File: config.mk
export PLATFORM = sky130hd
export DESIGN_NAME = backprop_sequencer
export DESIGN_NICKNAME = d
export VERILOG_FILES = /design/src/rtl/backprop_sequencer.sv
export SDC_FILE = /design/constraint.sdc
export NUM_CORES = 1
export LEC_CHECK = 0
export CORE_ASPECT_RATIO = 1.2
export CORE_MARGIN = 1
export CORE_UTILIZATION = 40
export DETAILED_ROUTE_END_ITERATION = 10
export GPL_TIMING_DRIVEN = 0
export PLACE_DENSITY_LB_ADDON = 0.25
export SLEW_MARGIN = 20
export SYNTH_ARGS = -nofsm -noshare
export SYNTH_HDL_FRONTEND = slang
export SYNTH_SLANG_ARGS = --single-unit
File: constraint.sdc
create_clock -name clk -period 4.07 [get_ports clk]
set_input_delay 0.407 -clock clk [delete_from_list [all_inputs] [get_ports clk]]
set_output_delay 0.407 -clock clk [all_outputs]
set_load 0.05 [all_outputs]
File: src/rtl/backprop_sequencer.sv
// Backprop control sequencer: one cost word, then every row of each dense layer
// from last to first, with drain bubbles between layers so diff outputs can settle.
module backprop_sequencer #(
  parameter int NUM_LAYERS = 3,
  parameter int ROW_W      = 8,
  parameter int PIPE_DEPTH = 4,
  parameter int LR_W       = 16,
  parameter int BPC_W      = 66
) (
  input  logic                        clk,
  input  logic                        rst_n,
  input  logic                        start_i,
  input  logic                        stall_i,
  input  logic [LR_W-1:0]             learning_rate_in_i,
  input  logic [NUM_LAYERS*ROW_W-1:0] layer_rows_i,
  output logic [BPC_W-1:0]            backprop_controll_o,
  output logic [LR_W-1:0]             learning_rate_o,
  output logic                        busy_o,
  output logic                        done_o
);

  localparam int LW = (NUM_LAYERS > 1) ? $clog2(NUM_LAYERS) : 1;
  localparam int DW = (PIPE_DEPTH > 1) ? $clog2(PIPE_DEPTH) : 1;
  localparam logic [LW-1:0] TOP_LAYER = LW'(NUM_LAYERS - 1);

  typedef struct packed {
    logic        valid;
    logic        cost;
    logic [31:0] layer;
    logic [31:0] row;
  } bpc_t;

  typedef enum logic [2:0] {S_IDLE, S_COST, S_ISSUE, S_DRAIN, S_DONE} state_t;

  // Padded to a power of two so any layer index value selects a defined entry.
  logic [ROW_W-1:0] rows_a [2**LW];

  for (genvar k = 0; k < 2**LW; k++) begin : g_rows
    if (k < NUM_LAYERS) begin : g_used
      assign rows_a[k] = layer_rows_i[k*ROW_W +: ROW_W];
    end else begin : g_pad
      assign rows_a[k] = '0;
    end
  end

  state_t           state_q, state_d;
  logic [LW-1:0]    layer_q, layer_d;
  logic [ROW_W-1:0] row_q, row_d;
  logic [DW-1:0]    drain_q, drain_d;
  logic [LR_W-1:0]  lr_q, lr_d;
  logic             cost_pend_q, cost_pend_d;
  logic             last_q, last_d;
  bpc_t             bpc_q, bpc_d;

  logic             advance, go_slot;
  logic [LW-1:0]    slot_layer;
  logic [ROW_W-1:0] slot_row, slot_rows;

  // The word and state registered at an edge describe the cycle being entered,
  // so stall sampled at that edge decides whether the entered slot issues.
  always_comb begin
    state_d     = state_q;
    layer_d     = layer_q;
    row_d       = row_q;
    drain_d     = drain_q;
    lr_d        = lr_q;
    cost_pend_d = cost_pend_q;
    last_d      = 1'b0;
    bpc_d       = '0;
    advance     = 1'b0;
    go_slot     = 1'b0;
    slot_layer  = layer_q;
    slot_row    = row_q;
    slot_rows   = '0;

    case (state_q)
      S_IDLE: if (start_i) begin
        lr_d        = learning_rate_in_i;
        layer_d     = TOP_LAYER;
        row_d       = '0;
        state_d     = S_COST;
        cost_pend_d = 1'b1;
        if (!stall_i) begin
          bpc_d       = '{1'b1, 1'b1, 32'(NUM_LAYERS - 1), 32'd0};
          cost_pend_d = 1'b0;
        end
      end
      S_COST: begin
        if (cost_pend_q) begin
          if (!stall_i) begin
            bpc_d       = '{1'b1, 1'b1, 32'(NUM_LAYERS - 1), 32'd0};
            cost_pend_d = 1'b0;
          end
        end else begin
          go_slot = 1'b1;
        end
      end
      S_ISSUE: begin
        if (rows_a[layer_q] == '0) begin
          advance = 1'b1;
        end else if (last_q) begin
          state_d = S_DRAIN;
          drain_d = DW'(PIPE_DEPTH - 1);
        end else begin
          go_slot = 1'b1;
        end
      end
      S_DRAIN: begin
        if (drain_q != '0) drain_d = drain_q - 1'b1;
        else               advance = 1'b1;
      end
      S_DONE:  state_d = S_IDLE;
      default: state_d = S_IDLE;
    endcase

    if (advance) begin
      if (layer_q == '0) begin
        state_d = S_DONE;
      end else begin
        slot_layer = layer_q - 1'b1;
        slot_row   = '0;
        layer_d    = slot_layer;
        row_d      = '0;
        go_slot    = 1'b1;
      end
    end

    slot_rows = rows_a[slot_layer];

    // An empty layer still occupies one ISSUE cycle but emits nothing.
    if (go_slot) begin
      state_d = S_ISSUE;
      if (slot_rows != '0 && !stall_i) begin
        bpc_d  = '{1'b1, 1'b0, 32'(slot_layer), 32'(slot_row)};
        row_d  = slot_row + 1'b1;
        last_d = (slot_row == slot_rows - 1'b1);
      end
    end
  end

  always_ff @(posedge clk or negedge rst_n) begin
    if (!rst_n) begin
      state_q     <= S_IDLE;
      layer_q     <= '0;
      row_q       <= '0;
      drain_q     <= '0;
      lr_q        <= '0;
      cost_pend_q <= 1'b0;
      last_q      <= 1'b0;
      bpc_q       <= '0;
    end else begin
      state_q     <= state_d;
      layer_q     <= layer_d;
      row_q       <= row_d;
      drain_q     <= drain_d;
      lr_q        <= lr_d;
      cost_pend_q <= cost_pend_d;
      last_q      <= last_d;
      bpc_q       <= bpc_d;
    end
  end

  assign backprop_controll_o = bpc_q;
  assign learning_rate_o     = lr_q;
  assign busy_o              = (state_q != S_IDLE);
  assign done_o              = (state_q == S_DONE);

endmodule

* After elaboration in Yosys (flattened, before gate mapping)
Index checks and enable logic that the tools add are counted.
** Operators by class
- Multiply operators :: 0
- Reductions and logical operators :: 14
- Equal/unequal tests :: 9
- Bitwise operators :: 2
- Add/subtract/negate cells :: 4
- $lt $le $gt $ge :: 2
- Div/mod/pow operators :: 0
- Mux-type cells :: 52
- Shift-type cells :: 0
** Operators with widths (count)
- two-way mux 66 bit :: 5
- one-hot mux 66 bit (2 select lines) :: 1
- two-way mux 8 bit :: 12
- binary-select mux 8 bit (select 2 bit) :: 2
- two-way mux 2 bit :: 9
- two-way mux 3 bit :: 6
- two-way mux 1 bit :: 12
- one-hot mux 3 bit (3 select lines) :: 1
- adder 8 x 1 -> 8 bit, second input constant :: 1
- equality test 8 bit :: 1
- logical NOT 8 bit :: 1
- != test 2 bit, second input constant :: 4
- nonzero test 8 bit :: 1
- subtractor 8 x 1 -> 8 bit, second input constant :: 1
- equality test 3 x 2 -> 1 bit, second input constant :: 2
- >= comparator 3 bit, second input constant :: 2
- NOT 2 -> 3 bit :: 2
- one-hot mux 1 bit (2 select lines) :: 3
- nonzero test 2 bit :: 3
- one-hot mux 2 bit (2 select lines) :: 1
- AND reduction 2 bit :: 2
- AND reduction 4 bit :: 1
- subtractor 2 x 1 -> 2 bit, second input constant :: 2
- equality test 3 x 1 -> 1 bit, second input constant :: 1
- other kinds (7) :: 7
** Word-level totals
- Bits in writable memories :: 0
- Register bits :: 99
- Output and inout port bits :: 84
- Input bits :: 44
- Word-level logic and storage cells :: 94
- Bits in latches :: 0
- ROM bits :: 0
- Memories :: 0

* Longest topological paths before layout
- Word-level depth :: 16
- Gate-level depth with buffers :: 15
- Depth with buffers taken out :: 14

* Worst setup path before layout
No wires, ideal clock.
- Kind :: input to register
- Start :: input port layer_rows_i[16]
- End :: register row_q[7]
- Required time :: 3.950 ns
- Library setup time :: 0.120 ns
- Buffers on the path :: 3
- Setup slack :: 1.111 ns
- Arrival time :: 2.838 ns
- Cell stages on the path :: 14
- Path through :: nor4_1 -> a21oi_1 -> o21a_4 -> nand2_4 -> buf_6 -> a32o_1 -> nor2_2 -> ha_1 -> clkbuf_1 -> a41o_1 -> buf_6 -> nor4_4 -> a311oi_1 -> a41o_1
** On the way
- Word-level cells in the longest chain between the ends :: 15
- Elaborated cells between the ends (all ways) :: 22
- Classes of those cells :: add/sub: 1; mux: 17; bitwise: 1; reduce/logical: 3
** Ends and longest elaborated chain
- from (decl) :: RTL line 15 : input logic [NUM_LAYERS*ROW_W-1:0] layer_rows_i,
- binary-select mux 8 bit (select 2 bit) :: RTL line 99 : if (rows_a[layer_q] == '0) begin
- two-way mux 8 bit (not written as such) (2 in a row) :: RTL line 99
- logical NOT 8 bit :: RTL line 99
- two-way mux 1 bit :: RTL line 99
- one-hot mux 1 bit (2 select lines) :: RTL line 76 : case (state_q)
- two-way mux 2 bit :: RTL line 116 : if (advance) begin
- NOT 2 -> 3 bit (not written as such) :: RTL line 128 : slot_rows = rows_a[slot_layer];
- binary-select mux 8 bit (select 2 bit) :: RTL line 128
- two-way mux 8 bit (not written as such) (2 in a row) :: RTL line 128
- nonzero test 8 bit :: RTL line 133 : if (slot_rows != '0 && !stall_i) begin
- logical AND 1 bit :: RTL line 133
- two-way mux 8 bit :: RTL line 133
- two-way mux 8 bit (*) :: RTL line 131 : if (go_slot) begin
- named net row_d[7] :: RTL line 48 : logic [ROW_W-1:0] row_q, row_d;
- to (signal assigned) :: RTL line 154 : row_q <= row_d;
- to (decl) :: RTL line 48
Mark *: on every way through the listed nets, which the timed path passes. The rest lies on a longest branch. The select of a mux whose other input is x is not followed.
A chain may end at the register's enable or synchronous reset.

* Final worst setup path
- Start :: input port layer_rows_i[1]
- End :: register last_q
** On the way
- Word-level cells in the longest chain between the ends :: 15
- Elaborated cells between the ends (all ways) :: 22
- Classes of those cells :: add/sub: 1; eq/ne: 1; mux: 16; bitwise: 1; reduce/logical: 3
** Ends and longest elaborated chain
- binary-select mux 8 bit (select 2 bit) :: RTL line 99
- two-way mux 8 bit (not written as such) (2 in a row) :: RTL line 99
- logical NOT 8 bit :: RTL line 99
- two-way mux 1 bit :: RTL line 99
- one-hot mux 1 bit (2 select lines) :: RTL line 76
- two-way mux 2 bit :: RTL line 116
- NOT 2 -> 3 bit (not written as such) :: RTL line 128
- binary-select mux 8 bit (select 2 bit) :: RTL line 128
- two-way mux 8 bit (not written as such) (2 in a row) :: RTL line 128
- subtractor 8 x 1 -> 8 bit / nonzero test 8 bit (equally long branches) :: RTL line 136, 133
- equality test 8 bit / logical AND 1 bit (equally long branches) :: RTL line 136, 133
- two-way mux 1 bit :: RTL line 133
- two-way mux 1 bit (*) :: RTL line 131
- named net last_d :: RTL line 52 : logic last_q, last_d;
- to (signal assigned) :: RTL line 158 : last_q <= last_d;
- to (decl) :: RTL line 52
Marked as above.

==> results_dict.tcl <==
set metrics [dict create \
    hp-class "in -> async" \
    fp-row-count 35 \
    tightestPinTransition_ns 0.616 \
    track_usage_pct 19.7 \
    postCtsResizedCells 0 \
    cp-end-kind "flip-flop" \
    area_growth_pct 36.8 \
    die-area_sq_um 8510 \
    hold_viol 0 \
    vias 2905 \
    diodes 0 \
    grt-busiest-layer "met2" \
    setup_violations 0 \
    outcome "complete, but fails checks" \
    start_util_pct 41.8 \
    netlist_area_sq_um 3260 \
    hpwl_mm 6.52 \
    drive_gt1_share_pct 22.4 \
    crit_type "in -> reg" \
    powerDensity_nw_per_um2 669 \
    grt_setup_unrepaired "no" \
    layout_commonest_cell "clkdlybuf4s50_1" \
    first_global_vias 2775 \
    fin_total_pwr_mw 2.98 \
    yosysWarnings 0 \
    use_met1_pct 23.6 \
    avgSynthCellArea_sq_um 9.12 \
    grt.met2_usage_pct 36.6 \
    period_share_pct 90.3 \
    syn_inst 357 \
    synth_seq_cells 45 \
    crit_fanout 9 \
    core_sq_um 7790 \
    final_nets 537 \
    clk-insertion-delay-late_ns 0.29 \
    pin_count 128 \
    wl_per_cell_microns 14.1 \
    ant_nets 0 \
    fin_skew_ns 0.00364 \
    setup_ws_ns 0.397 \
    async_flop_share_pct 100 \
    timing.max_cap.violations 0 \
    max-slew-margin-rel_pct 59.0 \
    slew_violations 0 \
    clock-sinks 45 \
    required_ns 4.25 \
    die-height_microns 101 \
    grt_pass1_wl_mm 13.4 \
    synth-edff-count 0 \
    antenna_found_initial 0 \
    post_drt_via_cell_ratio 4.98 \
    h-tree-depth 2 \
    grt_overflow 0 \
    layout_common_cells "clkdlybuf4s50_1, buf_4, conb_1, dfrtp_1, nand2_1" \
    cts-buffers-inserted 5 \
    met3_usage_pct 3.03 \
    violations "DRC" \
    synthFlopType "dfrtp_1" \
    stdcell_area_sq_um 4450 \
    arrival_ns 3.85 \
    ys_seq_area_share_pct 34.6 \
    startpoint_type "input pin" \
    routed_wl_mm 8.21 \
    clock_path_buffers 2 \
    clkTransAtPathRegs_ns 0.08 \
    dr.pass1.iters 7 \
    fmax_ghz 0.272 \
    fillCellCount 716 \
    dp_slack_ns -0.0140 \
    grt_max_degree 27 \
    routabilityCongestion 0.914 \
    drc 6 \
    power.leakage_nw 2.06 \
    irDropWorstVdd_mv 0.331 \
    ys_types 63 \
    min_period_ns 3.67 \
    regArea_sq_um 1130 \
    postPlaceCellArea_sq_um 4320 \
    die_x_microns 84.4 \
    cts_root_buffer "clkbuf_8" \
    whs_ns 0.120 \
    cts_tree "yes" \
    numPortBuffers 73 \
    drt-initial-drc-count 177 \
    multi_input_area_sq_um 1810 \
]
## routing by layer
metal / up-vias / share of wire (%)
li1: 1419 / -
met1: 1374 / 38
met2: 95 / 55
met3: 17 / 5.2
met4: 0 / 1.7
met5: - / 0
## report_power, final
part	internal (mW)	switching (mW)
sequential	0.590	0.0840
combinational	0.729	1.18
clock	0.244	0.147
total	1.56	1.42
## worst max-delay path, stage by stage
cell             delay [ns]
clkdlybuf4s50_1        0.47
nor4_1                 0.41
and3_4                 0.27
o21a_2                 0.27
nor2_4                 0.11
a311o_1                0.32
nor2_1                 0.31
ha_1                   0.42
xnor2_1                0.21
mux2i_1                0.11
o22ai_1                0.15
nand3_1                0.09
a211oi_1               0.30
## per-stage QoR
step | cells | setup TNS [ns] | utilization [%]
after detailed placement | 576 | -0.0140 | 55.5
final | 583 | 0 | 57.1
after floorplan | 410 | 0 | -
after global routing | 583 | 0 | 57.1
after CTS | 584 | 0 | 57.2
after global placement | 575 | 0 | 55.2
## sequential cells by signal, indices dropped and copies added (netlist names)
signal               count
layer_q                  2
last_q                   1
learning_rate_o         16
row_q                    8
cost_pend_q              1
state_q                  3
backprop_controll_o     12
drain_q                  2
## path summary, 6_finish.rpt
| check | startpoint | to | slack, ns | cells past startpoint |
|---|---|---|---|---|
| max reg2reg | layer_q[1] | last_q | 0.62 | 12 |
| min reg2reg | drain_q[0] | drain_q[0] | 0.49 | 1 |
| max in group asynchronous | rst_n | layer_q[0] | 3.43 | 2 |
| max | layer_rows_i[1] | last_q | 0.40 | 13 |
| min | rst_n | row_q[2] | 0.12 | 1 |
| min in group clk | drain_q[0] | drain_q[0] | 0.49 | 1 |
## synth_stat cells, types with 7 or more instances
cell type / instances / area share (%)
mux2_2: 17 / 5.9
a21oi_1: 12 / 1.8
buf_4: 56 / 13
dfrtp_1: 45 / 35
nor3_1: 11 / 1.7
nor2_1: 31 / 3.6
nor4_1: 7 / 1.3
inv_1: 9 / 1.0
clkbuf_1: 7 / 0.81
nand3_1: 8 / 1.2
xnor2_1: 9 / 2.4
o21ai_0: 10 / 1.5
nand2_1: 39 / 4.5
## timing repair
action / in CTS / in global routing
buffers inserted: 0 / 0
hold buffers: 0 / 0
endpoints found under the setup margin: 0 / 3
## kinds of logic (layout without fill, tap and decap cells)
kind of cell               Yosys count  after routing  share of synthesized area (%)
and+or+nand+nor                    132            132                           22.1
buffers and inverters               77            158                           16.1
AOI/OAI and AO/OA                   68             68                           16.3
DFF                                 45             45                           34.6
muxes                               19             19                           6.49
xor gates and xnor gates            12             12                           3.23
adders and majority gates            3              3                           1.15
other                                1             54                          0.115
## layout make-up
class                   count  area share (%)
repair buffers             74            16.9
clock inverters             3            1.46
inverters                  10           0.843
clock buffers               5            1.54
well taps                  92            2.58
plain buffers              66            10.8
flip-flops and latches     45            25.3
multi-input cells         288            40.6
(Power assumes the default switching activity.)
